===== config.mk =====
export PLATFORM = sky130hd
export DESIGN_NAME = sr_latch_sequencer_flat
export DESIGN_NICKNAME = d
export VERILOG_FILES = /design/src/rtl/sr_seq_pkg.sv /design/src/rtl/sr_latch_sequencer_if.sv /design/src/rtl/sr_latch_sequencer_sync_2ff.sv /design/src/rtl/sr_latch_sequencer.sv /design/src/flat_wrapper.sv
export SDC_FILE = /design/constraint.sdc
export NUM_CORES = 1
export LEC_CHECK = 0
export ABC_AREA = 1
export BUFFER_PORTS_ARGS = -buffer_cell sky130_fd_sc_hd__buf_2
export CAP_MARGIN = 20
export CORE_MARGIN = 4
export CORE_UTILIZATION = 30
export DETAILED_ROUTE_END_ITERATION = 6
export HOLD_SLACK_MARGIN = 0.08
export PLACE_DENSITY = 0.54
export SLEW_MARGIN = 10
export SYNTH_ARGS = -nofsm -noshare
export SYNTH_HDL_FRONTEND = slang
export SYNTH_SLANG_ARGS = --single-unit

===== constraint.sdc =====
create_clock -name clk -period 1.8 [get_ports clk]
set_clock_uncertainty 0.2 [all_clocks]
set_input_delay 0.09 -clock clk [delete_from_list [all_inputs] [get_ports clk]]
set_output_delay 0.09 -clock clk [all_outputs]
set_load 0.01 [all_outputs]

===== src/rtl/sr_seq_pkg.sv =====
// Shared types for the SR latch sequencer: FSM states, command
// op codes, synchroniser depth and TOGGLE target resolution.
package sr_seq_pkg;

  typedef enum logic [2:0] {
    IDLE,
    SETUP,
    ENABLE,
    HOLD,
    CHECK,
    DONE
  } state_t;

  typedef enum logic [1:0] {
    OP_NOP = 2'b00,
    OP_SET = 2'b01,
    OP_RST = 2'b10,
    OP_TGL = 2'b11
  } op_t;

  localparam int SYNC_STAGES = 2;

  // Value the latch should hold once the command completes.
  // NOP keeps the current value.
  function automatic logic resolve_target(
    input op_t  op,
    input logic cur
  );
    logic t;
    unique case (op)
      OP_SET:  t = 1'b1;
      OP_RST:  t = 1'b0;
      OP_TGL:  t = ~cur;
      default: t = cur;
    endcase
    return t;
  endfunction

endpackage


===== src/rtl/sr_latch_sequencer_if.sv =====
// Command handshake and latch-side bundle of the sequencer.
// master: command source / latch model; slave: the sequencer.
interface sr_seq_if;

  logic       cmd_valid;
  logic [1:0] cmd_op;
  logic       cmd_ready;
  logic       latch_S;
  logic       latch_R;
  logic       latch_en;
  logic       latch_Q;
  logic       latch_Qb;
  logic       state_q;
  logic       done;
  logic       err;

  modport master (
    output cmd_valid, cmd_op,
    output latch_Q, latch_Qb,
    input  cmd_ready,
    input  latch_S, latch_R, latch_en,
    input  state_q, done, err
  );

  modport slave (
    input  cmd_valid, cmd_op,
    input  latch_Q, latch_Qb,
    output cmd_ready,
    output latch_S, latch_R, latch_en,
    output state_q, done, err
  );

endinterface


===== src/rtl/sr_latch_sequencer_sync_2ff.sv =====
// 1-bit two-flop synchroniser, async reset to 0.
// Ports: clk, rst (active-high async), d (async in), q (synced out).
module sync_2ff (
  input  logic clk,
  input  logic rst,
  input  logic d,
  output logic q
);

  logic meta;

  always_ff @(posedge clk or posedge rst) begin
    if (rst) begin
      meta <= 1'b0;
      q    <= 1'b0;
    end else begin
      meta <= d;
      q    <= meta;
    end
  end

endmodule


===== src/rtl/sr_latch_sequencer.sv =====
// Clocked front-end driving a NAND gated SR latch: setup, enable
// pulse, hold, optional readback check, then a done pulse.
// Ports: clk, rst (async, active-high), bus (sr_seq_if.slave:
// cmd_valid/cmd_op/cmd_ready, latch_S/R/en, latch_Q/Qb,
// state_q, done, err).
// Build option: SR_SEQ_READBACK_CHECK_EN adds the CHECK state and
// the Q/Qb synchronisers; without it err is 0 and Q/Qb are unused.
module sr_latch_sequencer
  import sr_seq_pkg::*;
#(
  parameter int SETUP_CYC  = 1,
  parameter int PULSE_CYC  = 2,
  parameter int SETTLE_CYC = 1,
  parameter int CNT_W      = 4
) (
  input  logic    clk,
  input  logic    rst,
  sr_seq_if.slave bus
);

  state_t           state;
  state_t           nxt;
  logic [CNT_W-1:0] cnt;
  logic [CNT_W-1:0] cnt_d;
  logic             tgt;
  logic             tgt_d;
  logic             last;
  logic             drive;
  logic             s_q;
  logic             r_q;
  logic             en_q;
  logic             done_q;
  logic             rdy_q;
  logic             sq_q;
  op_t              op;

`ifdef SR_SEQ_READBACK_CHECK_EN
  logic q_sync;
  logic qb_sync;
  logic mis;
  logic mis_d;
  logic err_q;

  sync_2ff u_sync_q (
    .clk (clk),
    .rst (rst),
    .d   (bus.latch_Q),
    .q   (q_sync)
  );

  sync_2ff u_sync_qb (
    .clk (clk),
    .rst (rst),
    .d   (bus.latch_Qb),
    .q   (qb_sync)
  );
`else
  logic unused_readback;
  assign unused_readback = bus.latch_Q ^ bus.latch_Qb;
`endif

  assign op   = op_t'(bus.cmd_op);
  assign last = (cnt == '0);

  always_comb begin
    nxt   = state;
    cnt_d = cnt;
    tgt_d = tgt;
`ifdef SR_SEQ_READBACK_CHECK_EN
    mis_d = mis;
`endif
    unique case (state)
      IDLE: begin
        if (bus.cmd_valid && rdy_q) begin
          tgt_d = resolve_target(op, sq_q);
`ifdef SR_SEQ_READBACK_CHECK_EN
          mis_d = 1'b0;
`endif
          if (op == OP_NOP) begin
            nxt = DONE;
          end else begin
            nxt   = SETUP;
            cnt_d = CNT_W'(SETUP_CYC - 1);
          end
        end
      end
      SETUP: begin
        if (last) begin
          nxt   = ENABLE;
          cnt_d = CNT_W'(PULSE_CYC - 1);
        end else begin
          cnt_d = cnt - CNT_W'(1);
        end
      end
      ENABLE: begin
        if (last) begin
          nxt   = HOLD;
          cnt_d = CNT_W'(SETTLE_CYC - 1);
        end else begin
          cnt_d = cnt - CNT_W'(1);
        end
      end
      HOLD: begin
        if (last) begin
`ifdef SR_SEQ_READBACK_CHECK_EN
          nxt   = CHECK;
          cnt_d = CNT_W'(SYNC_STAGES);
`else
          nxt   = DONE;
`endif
        end else begin
          cnt_d = cnt - CNT_W'(1);
        end
      end
`ifdef SR_SEQ_READBACK_CHECK_EN
      // Two cycles for the synchronisers, compare on the third.
      // The synced Q becomes the tracked value.
      CHECK: begin
        if (last) begin
          nxt   = DONE;
          tgt_d = q_sync;
          mis_d = (q_sync != tgt) || (qb_sync != ~tgt);
        end else begin
          cnt_d = cnt - CNT_W'(1);
        end
      end
`endif
      DONE:    nxt = IDLE;
      default: nxt = IDLE;
    endcase
  end

  assign drive = (state == SETUP)
              || (state == ENABLE)
              || (state == HOLD);

  // Latch outputs follow the state one cycle late; ready looks
  // at the next state so it drops on the accept edge itself.
  always_ff @(posedge clk or posedge rst) begin
    if (rst) begin
      state  <= IDLE;
      cnt    <= '0;
      tgt    <= 1'b0;
      s_q    <= 1'b0;
      r_q    <= 1'b0;
      en_q   <= 1'b0;
      done_q <= 1'b0;
      rdy_q  <= 1'b1;
      sq_q   <= 1'b0;
    end else begin
      state  <= nxt;
      cnt    <= cnt_d;
      tgt    <= tgt_d;
      s_q    <= drive & tgt;
      r_q    <= drive & ~tgt;
      en_q   <= (state == ENABLE);
      done_q <= (state == DONE);
      rdy_q  <= (nxt == IDLE);
      if (state == DONE) begin
        sq_q <= tgt;
      end
    end
  end

`ifdef SR_SEQ_READBACK_CHECK_EN
  always_ff @(posedge clk or posedge rst) begin
    if (rst) begin
      mis   <= 1'b0;
      err_q <= 1'b0;
    end else begin
      mis   <= mis_d;
      err_q <= (state == DONE) & mis;
    end
  end

  assign bus.err = err_q;
`else
  assign bus.err = 1'b0;
`endif

  assign bus.cmd_ready = rdy_q;
  assign bus.latch_S   = s_q;
  assign bus.latch_R   = r_q;
  assign bus.latch_en  = en_q;
  assign bus.done      = done_q;
  assign bus.state_q   = sq_q;

endmodule


===== src/flat_wrapper.sv =====
// flat-port wrapper written by rule: the top's interface ports become plain ports
module sr_latch_sequencer_flat import sr_seq_pkg::*;
#(
  parameter int SETUP_CYC  = 1,
  parameter int PULSE_CYC  = 2,
  parameter int SETTLE_CYC = 1,
  parameter int CNT_W      = 4
)
  (clk, rst, bus_cmd_valid, bus_cmd_op, bus_latch_Q, bus_latch_Qb, bus_cmd_ready, bus_latch_S, bus_latch_R, bus_latch_en, bus_state_q, bus_done, bus_err);
  sr_seq_if bus_i ();
  input  logic clk;
  input  logic rst;
  input wire logic [$bits(bus_i.cmd_valid)-1:0] bus_cmd_valid;
  input wire logic [$bits(bus_i.cmd_op)-1:0] bus_cmd_op;
  input wire logic [$bits(bus_i.latch_Q)-1:0] bus_latch_Q;
  input wire logic [$bits(bus_i.latch_Qb)-1:0] bus_latch_Qb;
  output wire logic [$bits(bus_i.cmd_ready)-1:0] bus_cmd_ready;
  output wire logic [$bits(bus_i.latch_S)-1:0] bus_latch_S;
  output wire logic [$bits(bus_i.latch_R)-1:0] bus_latch_R;
  output wire logic [$bits(bus_i.latch_en)-1:0] bus_latch_en;
  output wire logic [$bits(bus_i.state_q)-1:0] bus_state_q;
  output wire logic [$bits(bus_i.done)-1:0] bus_done;
  output wire logic [$bits(bus_i.err)-1:0] bus_err;
  assign bus_i.cmd_valid = bus_cmd_valid;
  assign bus_i.cmd_op = bus_cmd_op;
  assign bus_i.latch_Q = bus_latch_Q;
  assign bus_i.latch_Qb = bus_latch_Qb;
  assign bus_cmd_ready = bus_i.cmd_ready;
  assign bus_latch_S = bus_i.latch_S;
  assign bus_latch_R = bus_i.latch_R;
  assign bus_latch_en = bus_i.latch_en;
  assign bus_state_q = bus_i.state_q;
  assign bus_done = bus_i.done;
  assign bus_err = bus_i.err;
  sr_latch_sequencer #(.SETUP_CYC(SETUP_CYC), .PULSE_CYC(PULSE_CYC), .SETTLE_CYC(SETTLE_CYC), .CNT_W(CNT_W)) u_core (.clk(clk), .rst(rst), .bus(bus_i));
endmodule

# Word-level counts from Yosys, hierarchy flattened
# Index checks and enable logic that the tools add are counted.
word_totals:
  romBits: 0
  latch_bits: 0
  in_bits: 7
  ramBits: 0
  word_cells: 47
  register_bits: 14
  mem_count: 0
op_classes:
  eq_ne: 10
  div_mod_pow: 0
  n_reduce_logical: 10
  n_bitwise: 4
  n_lt_le_gt_ge: 0
  muxes: 13
  n_mul: 0
  n_shift: 0
  add_sub_neg: 1
op_table:
  columns: ["cell", "count"]
  rows:
  - ["two-way mux 4 bit", 5]
  - ["case mux 4 bit (4 select lines)", 1]
  - ["two-way mux 3 bit", 5]
  - ["case mux 3 bit (4 select lines)", 1]
  - ["equality test 3 x 2 -> 1 bit (second input constant)", 2]
  - ["zero test 3 bit", 2]
  - ["equality test 2 bit (second input constant)", 2]
  - ["zero test 4 bit", 1]
  - ["!= test 2 bit (second input constant)", 2]
  - ["AND reduction 4 bit", 1]
  - ["nonzero test 4 bit", 1]
  - ["subtractor 4 x 1 -> 4 bit (second input constant)", 1]
  - ["equality test 3 x 1 -> 1 bit (second input constant)", 1]
  - ["equality test 3 bit (second input constant)", 1]
  - ["case mux 1 bit (3 select lines)", 1]
  - ["AND 1 bit", 2]
  - ["equality test 2 x 1 -> 1 bit (second input constant)", 1]
  - ["zero test 2 bit", 1]
  - ["logical OR 1 bit", 2]
  - ["!= test 2 x 1 -> 1 bit (second input constant)", 1]
  - ["NOT 1 bit", 2]
  - ["AND reduction 2 bit", 1]
  - ["logical AND 1 bit", 1]

# Depth between registers and ports, before layout
# Gate-level depths: netlist of run 1.
depth:
  word_depth: 5
  mapped_depth: 9

# Worst setup path after synthesis of run 1
# Ideal clock, no wire load.
synth_timing:
  path_type: "register -> register"
  startpoint: "reg u_core.cnt[0]"
  endpoint: "reg u_core.cnt[1]"
  t_arrival_ps: 1130
  period_less_slack_ps: 1447
  slack_ps: 353
  path_stages_with_launch: 8
  setup_time_ps: 117
  path_buffers: 0
  cell_sequence: "dfrtp_1 > inv_1 > ha_1 > nand2_2 > o21bai_1 > nor2_2 > nand3_1 > nand2_1"
synth_via:
  elab_chain_cells: 3
  elab_cells_between_ends: 8
synth_rtl:
  columns: ["element", "line", "text"]
  rows:
  - ["from (decl)", "sr_latch_sequencer.sv:23", "logic [CNT_W-1:0] cnt;"]
  - ["from (signal assigned)", "sr_latch_sequencer.sv:152", "cnt <= cnt_d;"]
  - ["subtractor 4 x 1 -> 4 bit or zero test 4 bit (tied branches)", null, null]
  - ["two-way mux 4 bit (tied with other cells)", "sr_latch_sequencer.sv:104", "if (last) begin"]
  - ["case mux 4 bit (4 select lines) or AND reduction 4 bit (tied branches)", null, null]
# Parallel ways exist; a longest one is shown, timed or not. The select of a mux whose other input is x is not followed.
# A chain may end at the register's enable or synchronous reset.

# Final worst setup path of run 1
# Ends and elaborated chain as after synthesis.

==> impl_metrics.env, run 1 <==
export IMPL_outcome="completed"
export IMPL_rr_worst_depth=7
export IMPL_slowest_stage="dfrtp_1"
export IMPL_wl_um=1540
export IMPL_worst_pin_slew_ps=545
export IMPL_gp_congestion=0.793
export IMPL_regToRegSetupSlack_ps=140
export IMPL_critPathRequiredTime_ps=1770
export IMPL_seq_area_frac_synth_pct=47.2
export IMPL_h_tree_depth=1
export IMPL_synthToLayoutAreaGrowth_pct=21.3
export IMPL_design_core_area_um2=2280
export IMPL_grt_pass1_wl_um=2680
export IMPL_finalSetupViolations=0
export IMPL_post_cts_buffers=0
export IMPL_grt_max_degree=15
export IMPL_startpoint="u_core.cnt[0]"
export IMPL_drc=0
export IMPL_pre_cts_ws_ps=144
export IMPL_vias_per_cell=4.47
export IMPL_grt_pass1_vias=601
export IMPL_final_nets=128
export IMPL_dieArea_um2=3340
export IMPL_hold_class="in -> async"
export IMPL_crit_fanout=8
export IMPL_numPortBuffers=10
export IMPL_clk_latency_ps=270
export IMPL_period_needed_ps=1660
export IMPL_first_iter_violations=18
export IMPL_maxSlewViolCount=0
export IMPL_critPathCapture="u_core.cnt[1]"
export IMPL_synth_area_top_cells="dfrtp_1 44%, nand2_1 15%, nor2_1 7.1%"
export IMPL_cts_root_buf="clkbuf_4"
export IMPL_rows=17
export IMPL_startpoint_type="register"
export IMPL_cts_buffers=3
export IMPL_nFillCells=225
export IMPL_grt_total_usage_pct=10.8
export IMPL_grt_overflow=0
export IMPL_worstReg2RegEnd="u_core.cnt[1]"
export IMPL_fmax_mhz=604
export IMPL_ir_drop_v=0.00109
export IMPL_avgSynthCellArea_um2=7.37
export IMPL_synth_seq_cells=14
export IMPL_io_pin_count=14
export IMPL_wire_per_inst_um=10.6
export IMPL_p_leak_nw=0.492
export IMPL_cts_tree="done"
export IMPL_relSlewSlack_pct=63.6
export IMPL_clk_pin_slew_ps=90
export IMPL_finalWorstSetupSlack_ps=143
export IMPL_die_h_um=57.8
export IMPL_crit_path_cell_trace="inv_1 > ha_1 > nand2_2 > o21bai_1 > nor2_2 > nand3_1 > nand2_1"
export IMPL_finalCritPeriodShare_pct=92.0
export IMPL_antenna_found_initial=0
export IMPL_synth_top_area_share_pct=43.7
export IMPL_layout_drive_gt1_share_pct=19.5
export IMPL_crit_reg2reg_launch="u_core.cnt[0]"
export IMPL_antenna_left=0
export IMPL_power_density_nw_per_um2=1790
export IMPL_synth_fp_nets=110
export IMPL_hold_violations=0
export IMPL_numClockSinks=14
export IMPL_die_x_um=57.8
export IMPL_drt_pass1_iterations=4
export IMPL_max_cap_viol_count=0
export IMPL_hpwl_um=1170
export IMPL_via_count=653
export IMPL_tns_ps=0
export IMPL_cp_end_kind="register"
export IMPL_crit_type="reg -> reg"
export IMPL_clockBufferDepth=2
export IMPL_total_power_mw=1.62
export IMPL_netlist_instances=101
export IMPL_synth_cell_types=19
export IMPL_num_antenna_cells=0
export IMPL_yosysTopAreaCell="dfrtp_1"
export IMPL_cp_arrival_ps=1630
export IMPL_critPathMaxStageDelay_ps=400
export IMPL_start_util_pct=32.7
export IMPL_grt_setup_unrepaired="no"
export IMPL_syn_area_um2=744
export IMPL_ys_warnings_count=0
export IMPL_timing_hold_ws_ps=184
export IMPL_fin_util_pct=39.7
-- worst min-delay path by stage --
stage                          to  slack, ps  cells past startpoint
3_5_place_dp   u_core.bus.latch_S        -40                      2
4_1_cts        u_core.bus.latch_S        200                      3
6_report            u_core.cnt[0]        180                      3
5_1_grt        u_core.bus.latch_S        230                      3
2_1_floorplan     u_core.bus.done       -220                      1
3_3_place_gp   u_core.bus.latch_R        -40                      2
-- per-layer routing --
metal / up-vias / GRT usage, % / share of wire [%]
met2: 8 / 15.6 / 45
met3: 2 / 4.68 / 3.3
li1: 349 / - / -
met1: 294 / 13.7 / 50
met4: 0 / 4.97 / 1.4
met5: - / 0 / 0
-- sequential cells by signal, summed over array words and instances (netlist names) --
| signal | count |
|---|---|
| u_core.cnt | 4 |
| u_core.state | 3 |
| u_core.bus.cmd_ready | 1 |
| u_core.bus.done | 1 |
| u_core.bus.latch_R | 1 |
| u_core.bus.latch_S | 1 |
| u_core.bus.latch_en | 1 |
| u_core.bus.state_q | 1 |
| u_core.tgt | 1 |
-- cell usage after synthesis --
| library cell | instances |
|---|---|
| a21oi_1 | 3 |
| buf_4 | 1 |
| conb_1 | 1 |
| dfrtp_1 | 13 |
| dfstp_2 | 1 |
| ha_1 | 2 |
| inv_1 | 12 |
| inv_2 | 2 |
| nand2_1 | 30 |
| nand2_2 | 1 |
| nand3_1 | 10 |
| nand3b_1 | 1 |
| nor2_1 | 14 |
| nor2_2 | 4 |
| nor3_1 | 1 |
| o211ai_1 | 1 |
| o21ai_0 | 2 |
| o21ai_1 | 1 |
| o21bai_1 | 1 |
-- layout make-up --
cell class / instances / area, um2 / share of cell area, %
repair buffers: 14 / 90.1 / 9.97
well taps: 28 / 35.0 / 3.88
multi-input cells: 72 / 338 / 37.4
flip-flops and latches: 14 / 352 / 38.9
clock buffers: 4 / 36.3 / 4.02
inverters: 14 / 52.6 / 5.82
-- power by group --
part / leakage, nW / total (mW) / internal [mW] / switching [mW]
Clock: 0.0210 / 0.224 / 0.123 / 0.101
Sequential: 0.176 / 0.549 / 0.453 / 0.0967
Combinational: 0.295 / 0.842 / 0.292 / 0.550
-- placed cells by master, fill, tap and decap left out, types with 2 or more instances in the layout --
cell type      count
a21oi_1            3
o21ai_0            2
inv_1             12
buf_2             10
dlygate4sd3_1      4
nand2_1           30
ha_1               2
nand3_1            9
dfrtp_1           13
nor2_2             4
clkbuf_4           3
inv_2              2
nor2_1            14
-- stage by stage --
stage               instances  area (um2)
floorplan                 101         744
global placement          138         822
detailed placement        138         822
CTS                       146         898
global route              146         903
finish                    146         903
-- cell families after synthesis --
group / after synthesis / synth area share [%]
fa+ha+maj: 2 / 3.36
compound gates: 8 / 6.05
buf+inv: 15 / 8.07
flops: 14 / 47.2
simple gates: 61 / 34.8
other cells: 1 / 0.504
-- repair_timing --
action | in CTS | in global routing
endpoints found under the setup margin | 0 | 1
hold buffers | 4 | 0
hold endpoints to repair | 16 | 0
gates resized for setup | 0 | 1
-- worst max-delay path: cells and delay by family (launching register included) --
family	cells	cell delay, ps
AO/OA/AOI/OAI	1	230
flip-flops	1	400
buffers and inverters	1	180
adder cells (fa/ha/maj)	1	200
AND/OR/NAND/NOR	4	350
(Power assumes the default switching activity.)
==> run 2: changes to the inputs <==
--- a/config.mk
+++ b/config.mk
@@ -5,7 +5,6 @@
 export SDC_FILE = /design/constraint.sdc
 export NUM_CORES = 1
 export LEC_CHECK = 0
-export ABC_AREA = 1
 export BUFFER_PORTS_ARGS = -buffer_cell sky130_fd_sc_hd__buf_2
 export CAP_MARGIN = 20
 export CORE_MARGIN = 4
==> impl_metrics.env, run 2 <==
export IMPL_grt_overflow=0
export IMPL_synth_edff_count=0
export IMPL_design_core_area_um2=2450
export IMPL_top_register="u_core.cnt"
export IMPL_ys_flop_type="dfrtp_1"
export IMPL_hold_violations=0
export IMPL_final_nets=103
export IMPL_synthAdderAreaFrac_pct=3.28
export IMPL_clk_pin_slew_ps=90
export IMPL_hpwl_um=1110
export IMPL_cts_root_buf="clkbuf_4"
export IMPL_fmax_mhz=574
export IMPL_cts_tree="done"
export IMPL_power_frac_seq_pct=31.7
export IMPL_startpoint_type="register"
export IMPL_synth_most_common_cell="dfrtp_1"
export IMPL_clk_latency_ps=280
export IMPL_p_leak_nw=0.470
export IMPL_synth_seq_cells=14
export IMPL_relSlewSlack_pct=62.0
export IMPL_p_switching_mw=0.739
export IMPL_layout_drive_gt1_share_pct=43.0
export IMPL_syn_area_um2=763
export IMPL_start_util_pct=31.1
export IMPL_crit_path_cell_trace="nor4b_2 > a2111oi_4 > buf_4 > a21oi_1 > o22ai_2"
export IMPL_drt_pass1_iterations=4
export IMPL_maxSlewViolCount=0
export IMPL_ys_warnings_count=0
export IMPL_largest_reg_flops=4
export IMPL_synth_xor_area_share_pct=1.15
export IMPL_finalCritPeriodShare_pct=96.8
export IMPL_numPortBuffers=10
export IMPL_rows=18
export IMPL_grt_setup_unrepaired="yes"
export IMPL_yosysTopAreaCell="dfrtp_1"
export IMPL_final_common_cell="dfrtp_1"
export IMPL_grt_max_degree=15
export IMPL_yosys_area_share_simple_pct=21.3
export IMPL_grt_total_usage_pct=10.2
export IMPL_netlist_instances=69
export IMPL_critPathMaxStageDelay_ps=510
export IMPL_slowest_stage="dfrtp_1"
export IMPL_clockBufferDepth=2
export IMPL_synthToLayoutAreaGrowth_pct=31.8
export IMPL_cp_end_kind="register"
export IMPL_power_density_nw_per_um2=1890
export IMPL_fin_area_um2=1010
export IMPL_fin_util_pct=41.0
export IMPL_dieArea_um2=3420
export IMPL_synth_area_top_cells="dfrtp_1 43%, inv_1 3.9%, a2111oi_4 3.6%"
export IMPL_synth_fp_nets=78
export IMPL_outcome="completed"
export IMPL_max_cap_viol_count=0
export IMPL_num_antenna_cells=0
export IMPL_p_int_mw=1.16
export IMPL_switching_share_pct=38.8
export IMPL_p_comb_share_pct=56.0
export IMPL_antenna_found_initial=0
export IMPL_via_count=558
export IMPL_clkPwrFrac_pct=12.3
export IMPL_grt_pass1_wl_um=2640
export IMPL_grt_pass1_vias=573
export IMPL_synthArstFlopShare_pct=100
export IMPL_seq_area_frac_synth_pct=46.1
export IMPL_wire_per_inst_um=11.9
export IMPL_worst_pin_slew_ps=570
export IMPL_ir_drop_v=0.000746
export IMPL_synth_common_cells="13 x dfrtp_1, 8 x inv_1, 5 x nand2_1, 3 x nor2_1"
export IMPL_finalSetupViolations=0
export IMPL_place_area_um2=896
export IMPL_crit_type="reg -> reg"
export IMPL_synth_top_area_share_pct=42.6
export IMPL_cp_arrival_ps=1720
export IMPL_synth_cell_types=38
export IMPL_first_iter_violations=9
export IMPL_synth_compound_area_share_pct=17.5
export IMPL_h_tree_depth=1
export IMPL_critPathRequiredTime_ps=1780
export IMPL_synth_top_family_by_area="simple AND/OR/NAND/NOR gates"
export IMPL_gp_congestion=0.689
export IMPL_drc=0
export IMPL_io_pin_count=14
export IMPL_numClockSinks=14
export IMPL_die_h_um=58.4
export IMPL_vias_per_cell=4.54
export IMPL_wl_um=1460
export IMPL_synth_area_mux_share_pct=4.10
export IMPL_period_needed_ps=1740
export IMPL_hold_class="in -> async"
export IMPL_crit_fanout=7
export IMPL_reg_top3="u_core.cnt: 4 flops, u_core.state: 3 flops"
export IMPL_most_common_layout_cells="13 x dfrtp_1, 10 x buf_2, 9 x buf_4"
export IMPL_antenna_left=0
export IMPL_avgSynthCellArea_um2=11.1
export IMPL_timing_hold_ws_ps=192
export IMPL_cts_buffers=3
export IMPL_die_x_um=58.4
run 2: changes by cell type in the layout (fill, tap and decap cells not counted), moves of 2 or more:
cell	previous run	this run
buf_4	0	9
nand2_1	30	5
mux2i_1	0	2
nor2b_1	0	2
nand3_1	9	0
nor2_1	14	3
and2_1	0	2
nor2_2	4	1
inv_1	12	5
run 2: worst paths after layout:
path	cells past startpoint	end	from	slack [ps]
setup / recovery	5	u_core.cnt[2]	u_core.cnt[2]	60
hold / removal	3	u_core.bus.done	rst	190
setup reg to reg	5	u_core.cnt[2]	u_core.cnt[2]	60
hold reg to reg	1	u_core.bus.latch_R	u_core.tgt	290
max in group asynchronous	3	u_core.bus.cmd_ready	rst	840
min in group clk	1	u_core.bus.latch_R	u_core.tgt	290
run 2: area by class of cell:
type | instances | area (um2)
fillers | 241 | 1450
clock buffers | 4 | 36.3
flip-flops and latches | 14 | 352
well taps | 30 | 37.5
inverters | 8 | 30.0
repair buffers | 23 | 158
multi-input cells | 44 | 393
run 2: through the flow:
stage | cells | setup slack (ps) | TNS (ps) | total power [mW]
floorplan | 69 | 26.8 | 0 | 1.29
global placement | 113 | 6.27 | 0 | 1.58
detailed placement | 113 | -21.1 | -33.2 | 1.60
CTS | 122 | 9.83 | 0 | 1.91
global route | 123 | -34.7 | -97.4 | 2.09
finish | 123 | 56.9 | 0 | 1.90
run 2: logic make-up after synthesis:
logic type,after synthesis
adder cells (fa/ha/maj),2
multiplexers,3
AO/OA/AOI/OAI,14
other,1
flip-flops,14
XOR/XNOR,1
AND/OR/NAND/NOR,23
buffers and inverters,11
run 2: what timing repair did:
item | CTS | global route
hold buffers | 4 | 0
resized for setup | 5 | 1
cloned | 0 | 0
pin swaps | 4 | 2
setup buffers | 1 | 1
endpoints found under the hold margin | 19 | 0
endpoints found under the setup margin | 3 | 3
run 2: power groups by stage:
stage | clock [mW] | combinational (mW) | sequential (mW)
global placement | 0 | 0.982 | 0.599
floorplan | 0 | 0.708 | 0.585
detailed placement | 0 | 0.998 | 0.606
global route | 0.262 | 1.19 | 0.631
CTS | 0.244 | 1.06 | 0.606
finish | 0.235 | 1.06 | 0.602
run 2: worst max-delay path, delay by kind of cell, from the launching register on:
family,cells,cell delay [ps]
simple gates,1,400
buf+inv,1,170
flops,1,510
compound gates,3,350
run 2: layer usage:
metal / vias up / global-route usage [%] / share of wire, %
li1: 289 / - / -
met1: 257 / 13.4 / 49
met2: 12 / 16.3 / 46
met3: 0 / 4.39 / 5.7
met4: 0 / 0.993 / 0
met5: - / 0 / 0
==> run 3: changes to the inputs <==
--- a/config.mk
+++ b/config.mk
@@ -7,6 +7,7 @@
 export LEC_CHECK = 0
 export BUFFER_PORTS_ARGS = -buffer_cell sky130_fd_sc_hd__buf_2
 export CAP_MARGIN = 20
+export CORE_ASPECT_RATIO = 0.6
 export CORE_MARGIN = 4
 export CORE_UTILIZATION = 30
 export DETAILED_ROUTE_END_ITERATION = 6
==> impl_metrics.env, run 3 (synthesis results as in run 2) <==
export IMPL_clockBufferDepth=2
export IMPL_grt_overflow=0
export IMPL_maxSlewViolCount=0
export IMPL_top_layer_used="met4"
export IMPL_grt_max_degree=15
export IMPL_startpoint_type="register"
export IMPL_die_x_um=73.1
export IMPL_h_tree_depth=1
export IMPL_finalCritPeriodShare_pct=97.5
export IMPL_critPathRequiredTime_ps=1770
export IMPL_finalWorstSetupSlack_ps=44.3
export IMPL_hold_class="in -> async"
export IMPL_fin_util_pct=46.5
export IMPL_final_nets=105
export IMPL_hpwl_um=1220
export IMPL_max_cap_viol_count=0
export IMPL_design_core_area_um2=2290
export IMPL_antenna_left=0
export IMPL_num_antenna_cells=0
export IMPL_cp_arrival_ps=1730
export IMPL_layout_drive_gt1_share_pct=46.3
export IMPL_fin_area_um2=1070
export IMPL_grt_pass1_vias=585
export IMPL_numClockSinks=14
export IMPL_die_h_um=47.1
export IMPL_tns_ps=0
export IMPL_via_count=592
export IMPL_grt_total_usage_pct=11.3
export IMPL_finalSetupViolations=0
export IMPL_hold_violations=0
export IMPL_power_density_nw_per_um2=2020
export IMPL_met2_length_um=727
export IMPL_top_register="u_core.cnt"
export IMPL_synthToLayoutAreaGrowth_pct=39.8
export IMPL_relSlewSlack_pct=65.0
export IMPL_wl_met3_um=110
export IMPL_pre_cts_ws_ps=-79.2
export IMPL_slowest_stage="a221o_2"
export IMPL_wire_per_inst_um=13.4
export IMPL_clk_pin_slew_ps=60
export IMPL_place_area_um2=896
export IMPL_cp_end_kind="register"
export IMPL_crit_type="reg -> reg"
export IMPL_cts_buffers=3
export IMPL_grt_setup_unrepaired="yes"
export IMPL_gp_congestion=0.734
export IMPL_largest_reg_flops=4
export IMPL_antenna_found_initial=0
export IMPL_wl_um=1680
export IMPL_p_leak_nw=0.494
export IMPL_crit_path_cell_trace="inv_2 > ha_4 > nor4bb_4 > a221o_2 > nand2b_4 > o211ai_2"
export IMPL_period_needed_ps=1760
export IMPL_critPathMaxStageDelay_ps=470
export IMPL_cts_root_buf="clkbuf_8"
export IMPL_dieArea_um2=3440
export IMPL_drc=0
export IMPL_rows=13
export IMPL_met1_length_um=829
export IMPL_io_pin_count=14
export IMPL_cts_tree="done"
export IMPL_clk_latency_ps=250
export IMPL_start_util_pct=33.3
export IMPL_grt_pass1_wl_um=2840
export IMPL_vias_per_cell=4.74
export IMPL_drt_pass1_iterations=4
export IMPL_fmax_mhz=570
export IMPL_ir_drop_v=0.000936
export IMPL_first_iter_violations=23
export IMPL_worst_pin_slew_ps=525
export IMPL_final_common_cell="dfrtp_1"
export IMPL_numPortBuffers=10
export IMPL_nFillCells=214
export IMPL_reg_top3="u_core.cnt: 4 flops, u_core.state: 3 flops"
export IMPL_outcome="completed"
export IMPL_total_power_mw=2.15
export IMPL_most_common_layout_cells="12 x dfrtp_1, 11 x buf_4, 10 x buf_2"
export IMPL_crit_fanout=5
==> run 3: cell count changes in the layout (fill, tap and decap cells not counted), sizes merged <==
cell,delta
buf,+2
==> run 3: worst max-delay path: cells and delay by family (launching register included) <==
family	cells	cell delay [ps]
flip-flops	1	350
AND/OR/NAND/NOR	2	320
buffers and inverters	1	60
adder cells (fa/ha/maj)	1	170
AO/OA/AOI/OAI	2	600
==> run 3: where the power goes <==
group	switching, mW	total [mW]	leakage [nW]	internal (mW)
sequential	0.173	0.632	0.177	0.458
clock	0.108	0.302	0.0288	0.194
combinational	0.552	1.22	0.288	0.665
==> run 3: area by class of cell <==
cell class	instances	area [um2]	share of cell area [%]
timing repair buffer	25	173	16.2
inverter	8	32.5	3.05
tap	30	37.5	3.52
sequential	14	353	33.1
clock buffer	4	55.1	5.16
multi-input combinational	44	417	39.0
==> run 3: final timing paths <==
kind / start / cells after the start / to / slack [ps]
max: u_core.cnt[0] / 6 / u_core.cnt[3] / 40
min: rst / 3 / u_core.bus.latch_R / 220
max reg2reg: u_core.cnt[0] / 6 / u_core.cnt[3] / 40
min reg2reg: u_core.tgt / 1 / u_core.bus.latch_R / 290
max in group asynchronous: rst / 3 / u_core.state[1] / 790
min in group clk: u_core.tgt / 1 / u_core.bus.latch_R / 290
==> run 3: layer usage <==
layer	track usage (%)	up-vias
met2	17.4	18
met3	3.85	2
met4	3.31	0
li1	-	295
met5	0	-
met1	15.3	277
==> run 3: what timing repair did <==
action | in CTS | in global routing
resized for setup | 6 | 6
endpoints found under the hold margin | 17 | 0
setup endpoints to repair | 3 | 3
hold buffers | 4 | 0
pin swaps | 3 | 6
buffers inserted | 3 | 1
==> run 3: stage by stage <==
step	std cells	hold WS [ps]
final	125	223
after global routing	125	289
after CTS	124	240
after detailed placement	113	-46.9
after global placement	113	-55.0
after floorplan	69	-221
